## src/rtl/kbd_pkg.sv

```systemverilog
// Shared encodings for the PS/2 keyboard front end: key states, FSM states,
// protocol prefix codes and the ASCII values that are not plain letters/digits.
package kbd_pkg;

  typedef enum logic [1:0] {
    KS_IDLE = 2'b00,
    KS_HELD = 2'b01,
    KS_REL  = 2'b10,
    KS_ERR  = 2'b11
  } key_state_e;

  typedef enum logic [1:0] {
    R_IDLE = 2'b00,
    R_DATA = 2'b01,
    R_PAR  = 2'b10,
    R_STOP = 2'b11
  } rx_state_e;

  typedef enum logic [1:0] {
    D_BASE   = 2'b00,
    D_BRK    = 2'b01,
    D_EXT    = 2'b10,
    D_EXTBRK = 2'b11
  } dec_state_e;

  localparam logic [7:0] SC_BREAK = 8'hF0;
  localparam logic [7:0] SC_EXT   = 8'hE0;

  localparam logic [7:0] ASCII_NUL   = 8'h00;
  localparam logic [7:0] ASCII_BS    = 8'h08;
  localparam logic [7:0] ASCII_CR    = 8'h0D;
  localparam logic [7:0] ASCII_SPACE = 8'h20;

endpackage

```

## src/rtl/ps2_scan_to_ascii.sv

```systemverilog
// Combinational scan-code-set-2 to lowercase ASCII lookup. Unmapped codes give NUL.
module ps2_scan_to_ascii
  import kbd_pkg::*;
(
  input  logic [7:0] scan,
  output logic [7:0] ascii
);

  // Letters, digits, space, enter and backspace; everything else is NUL.
  always_comb begin
    ascii = ASCII_NUL;
    case (scan)
      8'h1C: ascii = 8'h61; 8'h32: ascii = 8'h62; 8'h21: ascii = 8'h63;
      8'h23: ascii = 8'h64; 8'h24: ascii = 8'h65; 8'h2B: ascii = 8'h66;
      8'h34: ascii = 8'h67; 8'h33: ascii = 8'h68; 8'h43: ascii = 8'h69;
      8'h3B: ascii = 8'h6A; 8'h42: ascii = 8'h6B; 8'h4B: ascii = 8'h6C;
      8'h3A: ascii = 8'h6D; 8'h31: ascii = 8'h6E; 8'h44: ascii = 8'h6F;
      8'h4D: ascii = 8'h70; 8'h15: ascii = 8'h71; 8'h2D: ascii = 8'h72;
      8'h1B: ascii = 8'h73; 8'h2C: ascii = 8'h74; 8'h3C: ascii = 8'h75;
      8'h2A: ascii = 8'h76; 8'h1D: ascii = 8'h77; 8'h22: ascii = 8'h78;
      8'h35: ascii = 8'h79; 8'h1A: ascii = 8'h7A;
      8'h45: ascii = 8'h30; 8'h16: ascii = 8'h31; 8'h1E: ascii = 8'h32;
      8'h26: ascii = 8'h33; 8'h25: ascii = 8'h34; 8'h2E: ascii = 8'h35;
      8'h36: ascii = 8'h36; 8'h3D: ascii = 8'h37; 8'h3E: ascii = 8'h38;
      8'h46: ascii = 8'h39;
      8'h29: ascii = ASCII_SPACE;
      8'h5A: ascii = ASCII_CR;
      8'h66: ascii = ASCII_BS;
      default: ascii = ASCII_NUL;
    endcase
  end

endmodule

```

## src/rtl/ps2_kbd_decoder.sv

```systemverilog
// PS/2 keyboard receiver plus make/break decoder. Reports the latest key as
// ASCII with a level key state; the game does its own latching and hold-off.
module ps2_kbd_decoder
  import kbd_pkg::*;
#(
  parameter int TIMEOUT_CYCLES = 50000
) (
  input  logic       clk,
  input  logic       reset,
  input  logic       ps2_clk,
  input  logic       ps2_data,
  output logic [7:0] kbd_ascii,
  output logic [1:0] state,
  output logic [7:0] scan_code,
  output logic       key_valid,
  output logic       parity_err
);

  localparam int TMO_W = $clog2(TIMEOUT_CYCLES);
  localparam logic [TMO_W-1:0] TMO_LAST = TMO_W'(TIMEOUT_CYCLES - 1);

  logic [2:0] clk_sync_q, data_sync_q;
  logic       clk_prev_q;
  logic       sync_clk, sync_data, fall;

  rx_state_e        rx_state_q, rx_state_d;
  logic [3:0]       bit_cnt_q, bit_cnt_d;
  logic [7:0]       shift_q, shift_d;
  logic             parity_q, parity_d;
  logic [TMO_W-1:0] tmo_q, tmo_d;
  logic             byte_rdy_q, byte_rdy_d;
  logic             err_q, err_d;
  logic [7:0]       rx_byte_q, rx_byte_d;

  dec_state_e  dec_state_q, dec_state_d;
  key_state_e  kstate_q, kstate_d;
  logic [7:0]  scan_code_q, scan_code_d;
  logic [7:0]  ascii_q, ascii_d;
  logic        key_valid_q, key_valid_d;
  logic        parity_err_q, parity_err_d;
  logic [7:0]  table_ascii;
  logic        is_make;
  logic [7:0]  make_ascii;

  ps2_scan_to_ascii u_table (
    .scan  (rx_byte_q),
    .ascii (table_ascii)
  );

  assign sync_clk  = clk_sync_q[2];
  assign sync_data = data_sync_q[2];
  assign fall      = clk_prev_q & ~sync_clk;

  // Three-flop synchronisers for the asynchronous PS/2 lines; idle level is high.
  always_ff @(posedge clk) begin
    if (reset) begin
      clk_sync_q  <= '1;
      data_sync_q <= '1;
      clk_prev_q  <= 1'b1;
    end else begin
      clk_sync_q  <= {clk_sync_q[1:0], ps2_clk};
      data_sync_q <= {data_sync_q[1:0], ps2_data};
      clk_prev_q  <= sync_clk;
    end
  end

  // Frame receiver: start, 8 data LSB-first, odd parity, stop; abandons stalled frames.
  always_comb begin
    rx_state_d = rx_state_q;
    bit_cnt_d  = bit_cnt_q;
    shift_d    = shift_q;
    parity_d   = parity_q;
    tmo_d      = tmo_q;
    byte_rdy_d = 1'b0;
    err_d      = 1'b0;
    rx_byte_d  = rx_byte_q;
    case (rx_state_q)
      R_IDLE: begin
        if (fall && !sync_data) begin
          rx_state_d = R_DATA;
          bit_cnt_d  = 4'd0;
        end
      end
      R_DATA: begin
        if (fall) begin
          shift_d   = {sync_data, shift_q[7:1]};
          bit_cnt_d = bit_cnt_q + 4'd1;
          if (bit_cnt_q == 4'd7) rx_state_d = R_PAR;
        end
      end
      R_PAR: begin
        if (fall) begin
          parity_d   = sync_data;
          rx_state_d = R_STOP;
        end
      end
      R_STOP: begin
        if (fall) begin
          if (sync_data && (^{shift_q, parity_q})) byte_rdy_d = 1'b1;
          else                                      err_d      = 1'b1;
          rx_byte_d  = shift_q;
          rx_state_d = R_IDLE;
        end
      end
      default: rx_state_d = R_IDLE;
    endcase
    if (rx_state_q == R_IDLE) begin
      tmo_d = '0;
    end else if (fall) begin
      tmo_d = '0;
    end else if (tmo_q == TMO_LAST) begin
      rx_state_d = R_IDLE;
      tmo_d      = '0;
    end else if (tmo_q != '1) begin
      tmo_d = tmo_q + 1'b1;
    end
  end

  // Receiver state registers.
  always_ff @(posedge clk) begin
    if (reset) begin
      rx_state_q <= R_IDLE;
      bit_cnt_q  <= '0;
      shift_q    <= '0;
      parity_q   <= 1'b0;
      tmo_q      <= '0;
      byte_rdy_q <= 1'b0;
      err_q      <= 1'b0;
      rx_byte_q  <= '0;
    end else begin
      rx_state_q <= rx_state_d;
      bit_cnt_q  <= bit_cnt_d;
      shift_q    <= shift_d;
      parity_q   <= parity_d;
      tmo_q      <= tmo_d;
      byte_rdy_q <= byte_rdy_d;
      err_q      <= err_d;
      rx_byte_q  <= rx_byte_d;
    end
  end

  // Prefix decoder: tracks F0/E0, filters typematic repeats, updates key state.
  always_comb begin
    dec_state_d  = dec_state_q;
    kstate_d     = kstate_q;
    scan_code_d  = scan_code_q;
    ascii_d      = ascii_q;
    key_valid_d  = 1'b0;
    parity_err_d = 1'b0;
    is_make      = 1'b0;
    make_ascii   = table_ascii;
    if (err_q) begin
      parity_err_d = 1'b1;
      kstate_d     = KS_ERR;
      dec_state_d  = D_BASE;
    end else if (byte_rdy_q) begin
      case (dec_state_q)
        D_BASE: begin
          if (rx_byte_q == SC_BREAK)    dec_state_d = D_BRK;
          else if (rx_byte_q == SC_EXT) dec_state_d = D_EXT;
          else                          is_make     = 1'b1;
        end
        D_EXT: begin
          if (rx_byte_q == SC_BREAK) begin
            dec_state_d = D_EXTBRK;
          end else begin
            is_make     = 1'b1;
            make_ascii  = ASCII_NUL;
            dec_state_d = D_BASE;
          end
        end
        default: begin
          if (rx_byte_q == scan_code_q) kstate_d = KS_REL;
          dec_state_d = D_BASE;
        end
      endcase
      if (is_make && !(kstate_q == KS_HELD && rx_byte_q == scan_code_q)) begin
        scan_code_d = rx_byte_q;
        ascii_d     = make_ascii;
        kstate_d    = KS_HELD;
        key_valid_d = 1'b1;
      end
    end
  end

  // Decoder state and registered outputs.
  always_ff @(posedge clk) begin
    if (reset) begin
      dec_state_q  <= D_BASE;
      kstate_q     <= KS_IDLE;
      scan_code_q  <= '0;
      ascii_q      <= '0;
      key_valid_q  <= 1'b0;
      parity_err_q <= 1'b0;
    end else begin
      dec_state_q  <= dec_state_d;
      kstate_q     <= kstate_d;
      scan_code_q  <= scan_code_d;
      ascii_q      <= ascii_d;
      key_valid_q  <= key_valid_d;
      parity_err_q <= parity_err_d;
    end
  end

  assign kbd_ascii  = ascii_q;
  assign state      = kstate_q;
  assign scan_code  = scan_code_q;
  assign key_valid  = key_valid_q;
  assign parity_err = parity_err_q;

endmodule
```

## config.mk

```make
export PLATFORM = sky130hd
export DESIGN_NAME = ps2_kbd_decoder
export DESIGN_NICKNAME = d
export VERILOG_FILES = /design/src/rtl/kbd_pkg.sv /design/src/rtl/ps2_scan_to_ascii.sv /design/src/rtl/ps2_kbd_decoder.sv
export SDC_FILE = /design/constraint.sdc
export NUM_CORES = 1
export LEC_CHECK = 0
export ABC_AREA = 1
export ABC_CLOCK_PERIOD_IN_PS = 2200
export BUFFER_PORTS_ARGS = -buffer_cell sky130_fd_sc_hd__clkbuf_2
export CAP_MARGIN = 20
export CORE_AREA = 8 8 124 126
export CTS_CLUSTER_DIAMETER = 80
export CTS_CLUSTER_SIZE = 14
export DETAILED_ROUTE_END_ITERATION = 10
export DIE_AREA = 0 0 132 134
export GPL_TIMING_DRIVEN = 0
export SLEW_MARGIN = 20
export SYNTH_ARGS = -nofsm -noshare
export SYNTH_HDL_FRONTEND = slang
export SYNTH_SLANG_ARGS = --single-unit
```

## constraint.sdc

```tcl
create_clock -name clk -period 2.2 [get_ports clk]
set_clock_uncertainty 0.1 [all_clocks]
set_input_delay 0.55 -clock clk [delete_from_list [all_inputs] [get_ports clk]]
set_output_delay 0.55 -clock clk [all_outputs]
set_load 0.05 [all_outputs]
```

### Word-level counts from Yosys, hierarchy flattened

Memory sizes are Yosys's and may differ from the RTL's. A register that Yosys moved wholly into a read port is not among the register bits.
Cells that the tools add are included.

* bitwise logic cells: 6
* add/sub/neg operators: 2
* mux-type cells: 36
* eq/ne operators: 15
* reductions and logical operators: 24

Operator list (number)
* $mux W2: 16
* $mux W8: 3
* $add A16 B1 Y16 const B: 1
* $eq A16 B16 Y1 const B: 1
* $eq A8 B8 Y1 const B: 2
* $ne A16 B16 Y1 const B: 1
* $mux W7: 2
* $mux W1: 9
* $reduce_and A3 Y1: 3
* $reduce_xor A9 Y1: 1
* $eq A8 B8 Y1: 1
* $mux W4: 2
* $pmux W2 S4: 1
* $pmux W4 S2: 1
* $reduce_and A2 Y1: 4
* $eq A2 B2 Y1 const B: 3
* $reduce_or A3 Y1: 2
* $not A1 Y1: 5
* $add A4 B1 Y4 const B: 1
* $eq A2 B1 Y1 const B: 2
* $eq A4 B3 Y1 const B: 1
* $logic_and A1 B1 Y1: 4
* $logic_not A2 Y1: 2
* $ne A2 B2 Y1 const B: 2
* 10 further kinds: 13

* memories kept: 1
* memory bits (read-only): 896
* logic and storage cells: 101
* flip-flop bits (word level): 70
* input port bits: 4

Memories
* (name not given): depth 128, bits a word 7, rd ports 1, clocked after Yosys merged registers in 1, write ports 0, RTL line ps2_scan_to_ascii.sv:12 `case (scan)`

### Logic depth before layout (Yosys ltp)

Gate-level depths: netlist of run 1.

* word-level depth: 10
* mapped depth: 16

### Modules after synthesis

Synthesis of run 1 repeated with hierarchy kept, for this count alone.

* cells, all modules: 599
* area, all modules: 4076.4 um^2

Modules (own cells, without submodules)
* ps2_kbd_decoder: cells each 432, area each 3311.9 um^2, times used 1
* ps2_scan_to_ascii: cells each 167, area each 764.5 um^2, times used 1

### Worst setup path before layout of run 1

Ideal clock, no wire load.

* path kind: in2reg
* start point: input port reset
* end point: register (tool-made name)
* cell stages on the path: 11
* arrival time: 1.935 ns
* slack: 0.102 ns
* path buffers: 0
* setup time: 0.062 ns
* data required time: 2.038 ns
* path through: inv_1 > nand2_1 > nor2_4 > inv_1 > ha_1 > inv_1 > nor2_4 > inv_2 > o211ai_2 > nand3_1 > nand3b_1

RTL lines
* start, declared: RTL line ps2_kbd_decoder.sv:9 `input logic reset,`

==> results of run 1 <==
[cells by family (layout without fill, tap and decap cells)]
kind of cell	Yosys count	after routing	synth area share [%]
simple gates	280	280	34.1
flops	76	76	38.4
fa+ha+maj	8	8	2.53
buf+inv	83	143	8.33
other cells	1	1	0.0946
compound gates	80	80	11.3
xor+xnor	24	24	5.30
[registers in the layout (all words and copies together) (netlist names), named ones only]
register / count
data_sync_q: 3
key_valid: 1
err_q: 1
kbd_ascii: 7
parity_q: 1
rx_byte_q: 8
clk_prev_q: 1
shift_q: 8
state: 2
dec_state_q: 2
rx_state_q: 2
tmo_q: 16
scan_code: 8
parity_err: 1
clk_sync_q: 3
bit_cnt_q: 4
byte_rdy_q: 1
[power breakdown]
group          switching, W  internal, W
Combinational     0.0000403    0.0000158
Clock              0.000577     0.000878
Sequential       0.00000206      0.00138
Total              0.000620      0.00227
[through the flow]
| stage | util (%) | setup TNS [ps] |
|---|---|---|
| after global routing | 36.0 | -14.0 |
| after global placement | 31.8 | -2880 |
| final | 36.0 | 0 |
| after CTS | 34.2 | 0 |
| after floorplan | - | 0 |
| after detailed placement | 31.8 | -3670 |
[worst paths after layout]
kind | start | endpoint
max | rx_state_q[1] | register
min | ps2_data | data_sync_q[0]
max reg2reg | rx_state_q[1] | register
min reg2reg | clk_sync_q[1] | clk_sync_q[2]
[repair_timing]
item / CTS / global route
cloned: 0 / 1
hold buffers: 0 / 0
setup endpoints to repair: 7 / 24
setup buffers: 2 / 19
gates resized for setup: 7 / 25
pin swaps: 2 / 14
[cell usage in the layout, fill, tap and decap left out, types with 2 or more instances in the layout]
master	synthesis	routed
nand2_1	145	140
dfxtp_1	76	73
inv_1	65	62
nand3_1	46	44
a21oi_1	30	29
o21ai_0	30	28
nor2_1	28	26
buf_4	2	22
clkbuf_2	0	22
nand4_1	15	15
xnor2_1	15	15
nand2_2	5	10
inv_2	7	10
clkbuf_16	0	10
nor2_4	6	9
xor2_1	9	9
or2_2	7	7
clkbuf_1	5	6
a31oi_1	6	6
ha_1	8	6
nor2_2	6	5
nand3_2	3	4
o21ai_1	4	4
nor4_1	4	4
nor3_1	5	4
nand2_4	3	3
nand3_4	2	3
o21ai_2	1	3
buf_2	2	2
nand3b_1	2	2
o211ai_1	2	2
ha_2	0	2
clkinv_4	0	2
clkinv_2	1	2
dfxtp_4	0	2
[routing by layer]
layer | share of wire [%] | up-vias | track usage [%]
li1 | - | 1907 | -
met3 | 4.8 | 8 | 2.84
met2 | 46 | 92 | 16.9
met4 | 0.95 | 0 | 4.02
met1 | 48 | 1670 | 14.6
met5 | 0 | - | 0
[worst max-delay path: stages, from the launching register on]
cell and delay [ps]:
dfxtp_4 380, nand2_4 80, inv_4 80, nand2_4 70, nand2_1 100, inv_2 60
nor2_4 130, inv_1 90, ha_1 290, inv_1 60, nor2_4 130, inv_2 60
o211ai_2 170, nand3_1 100, nand3b_1 120
[final cells by class]
type | count | area [um2] | share of cell area, %
inverter | 73 | 277 | 5.68
clock inverter | 6 | 65.1 | 1.34
sequential | 76 | 1530 | 31.5
tap | 180 | 225 | 4.63
multi-input combinational | 393 | 2180 | 44.9
buffer | 10 | 58.8 | 1.21
timing repair buffer | 44 | 297 | 6.10
clock buffer | 10 | 229 | 4.71
==> summary.md, run 1 <==
| Metric | Value |
|---|---|
| Arrival @ worst endpoint | `~2300 ps` |
| Area contributors post-synth | `dfxtp_1, nand2_1, inv_1` |
| Gpl congestion | `roughly 0.89` |
| Max-cap violations | `0` |
| Initial antenna violation count | `0` |
| Final nets | `619` |
| FMAX | `a little under 500 MHz` |
| Core area | `roughly 14000 um2` |
| CTS Buf Count | `9` |
| Total power | `~0.0029 W` |
| Row Count | `43` |
| Tot GR Track Use | `about 11%` |
| Initial core utilization | `29.4%` |
| Count leader, synth | `nand2_1` |
| Sink Count | `76` |
| Post-synth top cells | `nand2_1, dfxtp_1, inv_1` |
| Worst rel slew slack | `a little over half` |
| Yosys cell types | `42` |
| HPWL after detailed placement | `approximately 7000 um` |
| Synthesized area | `3960 um2` |
| CP Launch Type | `register` |
| DIE AREA | `17700 um2` |
| Dpl ws | `-339 ps` |
| Vias | `3677` |
| Share of layout cells above drive strength 1 | `21.1%` |
| Mapped Avg Cell Area | `around 7.2 um2` |
| Hold depth | `2` |
| Cells on worst reg2reg path | `14` |
| Finished Layout Cells | `approximately 800` |
| Post-Synthesis Cells | `552` |
| Final period util | `94.5%` |
| CTS clock-pin slew for the worst setup and hold paths | `60 ps` |
| Syn-to-layout area delta | `22.7%` |
| Worst Tran Pin Value | `678 ps` |
| Final setup viols | `0` |
| Clock Path Buffers | `2` |
| IO Pins | `24` |
| First-pass GRT wire length | `16000 um` |
| Cell Area, Placed | `approximately 4300 um2` |
| Clock Tree Root | `clkbuf_16` |
| Synth Flop Type | `dfxtp_1` |
| R2r setup slk | `120 ps` |
| Vias per cell | `4.64` |
| RSZ-0062 raised after global routing | `yes` |
| Initial DRC count | `271` |
| Top cell type's share of synthesized area | `approximately two fifths` |
| Post-layout instance area | `~4900 um2` |
| Fill count | `1396` |
| Antenna viol nets, final | `0` |
| Minimum clock period | `2080 ps` |
| Diode count | `0` |
| Die H | `134 um` |
| Die Width | `132 um` |
| Crit-path max FO | `6` |
| Worst vdd ir | `296 uV` |
| Final hold violation count | `0` |
| DRC Markers | `0` |
| Max-slew violations | `0` |
| First-pass DRT Iterations | `5` |
| Flops & latches, synth | `76` |
| Status | `finished, final reports clean` |
| Leakage | `approximately 2.2 nW` |
| H-tree lvl count | `3` |
| Post-synth EDFFs | `0` |
| FFs w/ async S/R, synth | `0%` |
| Vias in the first global route | `3232` |
| Worst endpoint required time | `2370 ps` |
| Ys Warns | `0` |
| Leading area contributor after synthesis | `dfxtp_1` |
| Routed wire per std cell | `12.3 um` |
| DP Cell Count | `between 700 and 800` |
| Final WS setup | `122 ps` |
| Final Hold Slack | `301 ps` |
| Net count after synthesis | `approximately 560` |
| Power Density | `around 600 nW/um2` |
| Skew-Pair Late Insertion Delay | `340 ps` |
| Remaining global-route overflow | `0` |
| TritonCTS clock tree | `built` |
| Worst Setup End Kind | `register` |
| CP Class | `register to register` |
| IO Port Bufs | `22` |
| Hold Path Class | `primary input to register` |
| Largest net degree at the start of global routing | `14` |
| Total Routed Length | `9750 um` |
| Sequential fraction of the synthesis area | `38.4%` |
Power figures use the tool's default switching activity.
==> run 2, diff against run 1 <==
- BUFFER_PORTS_ARGS: -buffer_cell sky130_fd_sc_hd__clkbuf_2 -> -buffer_cell sky130_fd_sc_hd__buf_2
==> summary.md, run 2 (same netlist as run 1, synthesis figures left out) <==
| Metric | Value |
|---|---|
| Die H | `134 um (unchanged)` |
| First-pass GRT wire length | `16000 um (+0.43%)` |
| Arrival @ worst endpoint | `2280 ps (+30 ps)` |
| Tot GR Track Use | `11.0% (-0.035 points)` |
| Initial antenna violation count | `0 (unchanged)` |
| Most common cell after layout, fill and taps aside | `nand2_1` |
| Largest net degree at the start of global routing | `15 (+1)` |
| Max-cap violations | `0 (unchanged)` |
| DP Cell Count | `754 (unchanged)` |
| Hold Path Class | `register to register` |
| CTS clock-pin slew for the worst setup and hold paths | `60 ps (about the same)` |
| First-pass DRT Iterations | `5 (unchanged)` |
| Skew-Pair Late Insertion Delay | `330 ps (about the same)` |
| Sw Pwr | `0.000628 W (+1.3%)` |
| Gpl congestion | `0.877 (-1.5%)` |
| Vias | `3615 (-1.7%)` |
| Total Routed Length | `9540 um (-2.1%)` |
| Share of layout cells above drive strength 1 | `18.9% (-2.2 points)` |
| WL met3 | `401 um (-15%)` |
| Sw Ratio | `20.6% (-0.87 points)` |
| Final period util | `96.1% (+1.6 points)` |
| Power Density | `639 nW/um2 (+7.5%)` |
| Metal2 WL | `4350 um (-2.6%)` |
| IO Pins | `24 (unchanged)` |
| Core area | `13500 um2 (unchanged)` |
| R2r setup slk | `90 ps (-40 ps)` |
| Initial core utilization | `29.4% (unchanged)` |
| CP Launch Type | `register` |
| H-tree lvl count | `3 (unchanged)` |
| Largest Register | `tmo_q` |
| Routed wire per std cell | `12.2 um (-0.46%)` |
| Hold_buf cts | `0 (unchanged)` |
| Finished Layout Cells | `779 (-1.6%)` |
| Clock Tree Root | `clkbuf_16` |
| Worst endpoint required time | `2360 ps (about the same)` |
| TNS Setup | `0 ps (unchanged)` |
| Max-slew violations | `0 (unchanged)` |
| Worst rel slew slack | `58.7% (+4.0 points)` |
| CP Class | `register to register` |
| Die Width | `132 um (unchanged)` |
| Max Used Layer | `met4` |
| Status | `finished, final reports clean` |
| Initial DRC count | `323 (+19%)` |
| Final hold violation count | `0 (unchanged)` |
| HPWL after detailed placement | `7120 um (about the same)` |
| Vias per cell | `4.64 (about the same)` |
| Worst Setup End Kind | `register` |
| Max reg flops | `16 (unchanged)` |
| DRC Markers | `0 (unchanged)` |
| IO Port Bufs | `22 (unchanged)` |
| Combinational Power Share | `1.8% (about the same)` |
| Internal | `0.00243 W (+6.8%)` |
| Worst vdd ir | `291 uV (-1.8%)` |
| TritonCTS clock tree | `built` |
| Vias in the first global route | `3267 (+1.1%)` |
| DIE AREA | `17700 um2 (unchanged)` |
| Antenna viol nets, final | `0 (unchanged)` |
| Final setup viols | `0 (unchanged)` |
| Final core utilization | `35.4% (-0.64 points)` |
| Worst Tran Pin Value | `619 ps (-59.5 ps)` |
| Syn-to-layout area delta | `20.5%` |
| FMAX | `473 MHz (-1.7%)` |
| Minimum clock period | `2110 ps (+35.5 ps)` |
| Leakage | `2.18 nW (-1.6%)` |
| Crit-path max FO | `7 (+1)` |
| CTS Buf Count | `9 (unchanged)` |
| Sink Count | `76 (unchanged)` |
| Clk network pwr share | `53.0% (+2.7 points)` |
| Most frequent cells in the layout | `nand2_1, dfxtp_1, inv_1, nand3_1, a21oi_1` |
| Final nets | `605 (-2.3%)` |
| Clock Path Buffers | `2 (unchanged)` |
| Wire length on met1 | `4680 um (-0.66%)` |
| Remaining global-route overflow | `0 (unchanged)` |
| Row Count | `43 (unchanged)` |
| Seq pwr share | `45.2% (-2.6 points)` |
## run 2: cell types whose count changed in the layout (fill, tap and decap cells not counted), moves of 2 or more
cell      change
buf_4        -13
buf_2        +21
clkbuf_2     -22
o21ai_1       +2
inv_6         +3
nand2_2       -2
clkinv_2      -2
## run 2: path summary, 6_finish.rpt
path / cells past startpoint / start / to
setup / recovery: 14 / rx_state_q[1] / register
hold / removal: 1 / data_sync_q[0] / data_sync_q[1]
setup reg to reg: 14 / rx_state_q[1] / register
hold reg to reg: 1 / data_sync_q[0] / data_sync_q[1]
## run 2: repair_timing
item                       CTS  global route
setup buffers                2             6
gates cloned                 0             0
setup endpoints to repair    7            26
pin swaps                    2             7
resized for setup            7            25
## run 2: power by group through the flow
stage               sequential [W]  combinational [W]  clock [W]
finish                     0.00138          0.0000541    0.00162
global route               0.00138          0.0000605    0.00172
CTS                        0.00138          0.0000534    0.00166
detailed placement         0.00141          0.0000520          0
global placement           0.00141          0.0000516          0
floorplan                  0.00141          0.0000353          0
## run 2: routing by layer
| metal | up-vias | track usage (%) |
|---|---|---|
| met3 | 8 | 2.77 |
| li1 | 1882 | - |
| met5 | - | 0 |
| met2 | 66 | 16.8 |
| met1 | 1659 | 14.9 |
| met4 | 0 | 3.38 |
## run 2: metrics by stage
| stage | setup WS (ps) | total power (W) | hold slack (ps) | area, um2 |
|---|---|---|---|---|
| floorplan | 102 | 0.00145 | 289 | 3960 |
| global placement | -313 | 0.00147 | 295 | 4300 |
| detailed placement | -351 | 0.00147 | 294 | 4300 |
| CTS | 2.69 | 0.00309 | 308 | 4660 |
| global route | -7.17 | 0.00316 | 319 | 4780 |
| finish | 86.0 | 0.00305 | 307 | 4780 |
## run 2: worst max-delay path: stages, from the launching register on
cell      delay (ps)
dfxtp_4          370
nand2_4           80
inv_6             80
nand2_4           80
nand2_2          100
nand2_4           80
nor2_4           160
inv_2             60
ha_1             290
inv_1             60
nor2_4           130
inv_2             60
o211ai_2         160
nand3_1           90
nand3b_1         130
## run 2: layout make-up
type / count / area, um2
plain buffers: 10 / 61.3
repair buffers: 30 / 174
inverters: 73 / 279
flip-flops and latches: 76 / 1530
well taps: 180 / 225
clock buffers: 10 / 239
fillers: 1429 / 8730
diodes: 1 / 2.50
multi-input cells: 393 / 2170
clock inverters: 6 / 93.8
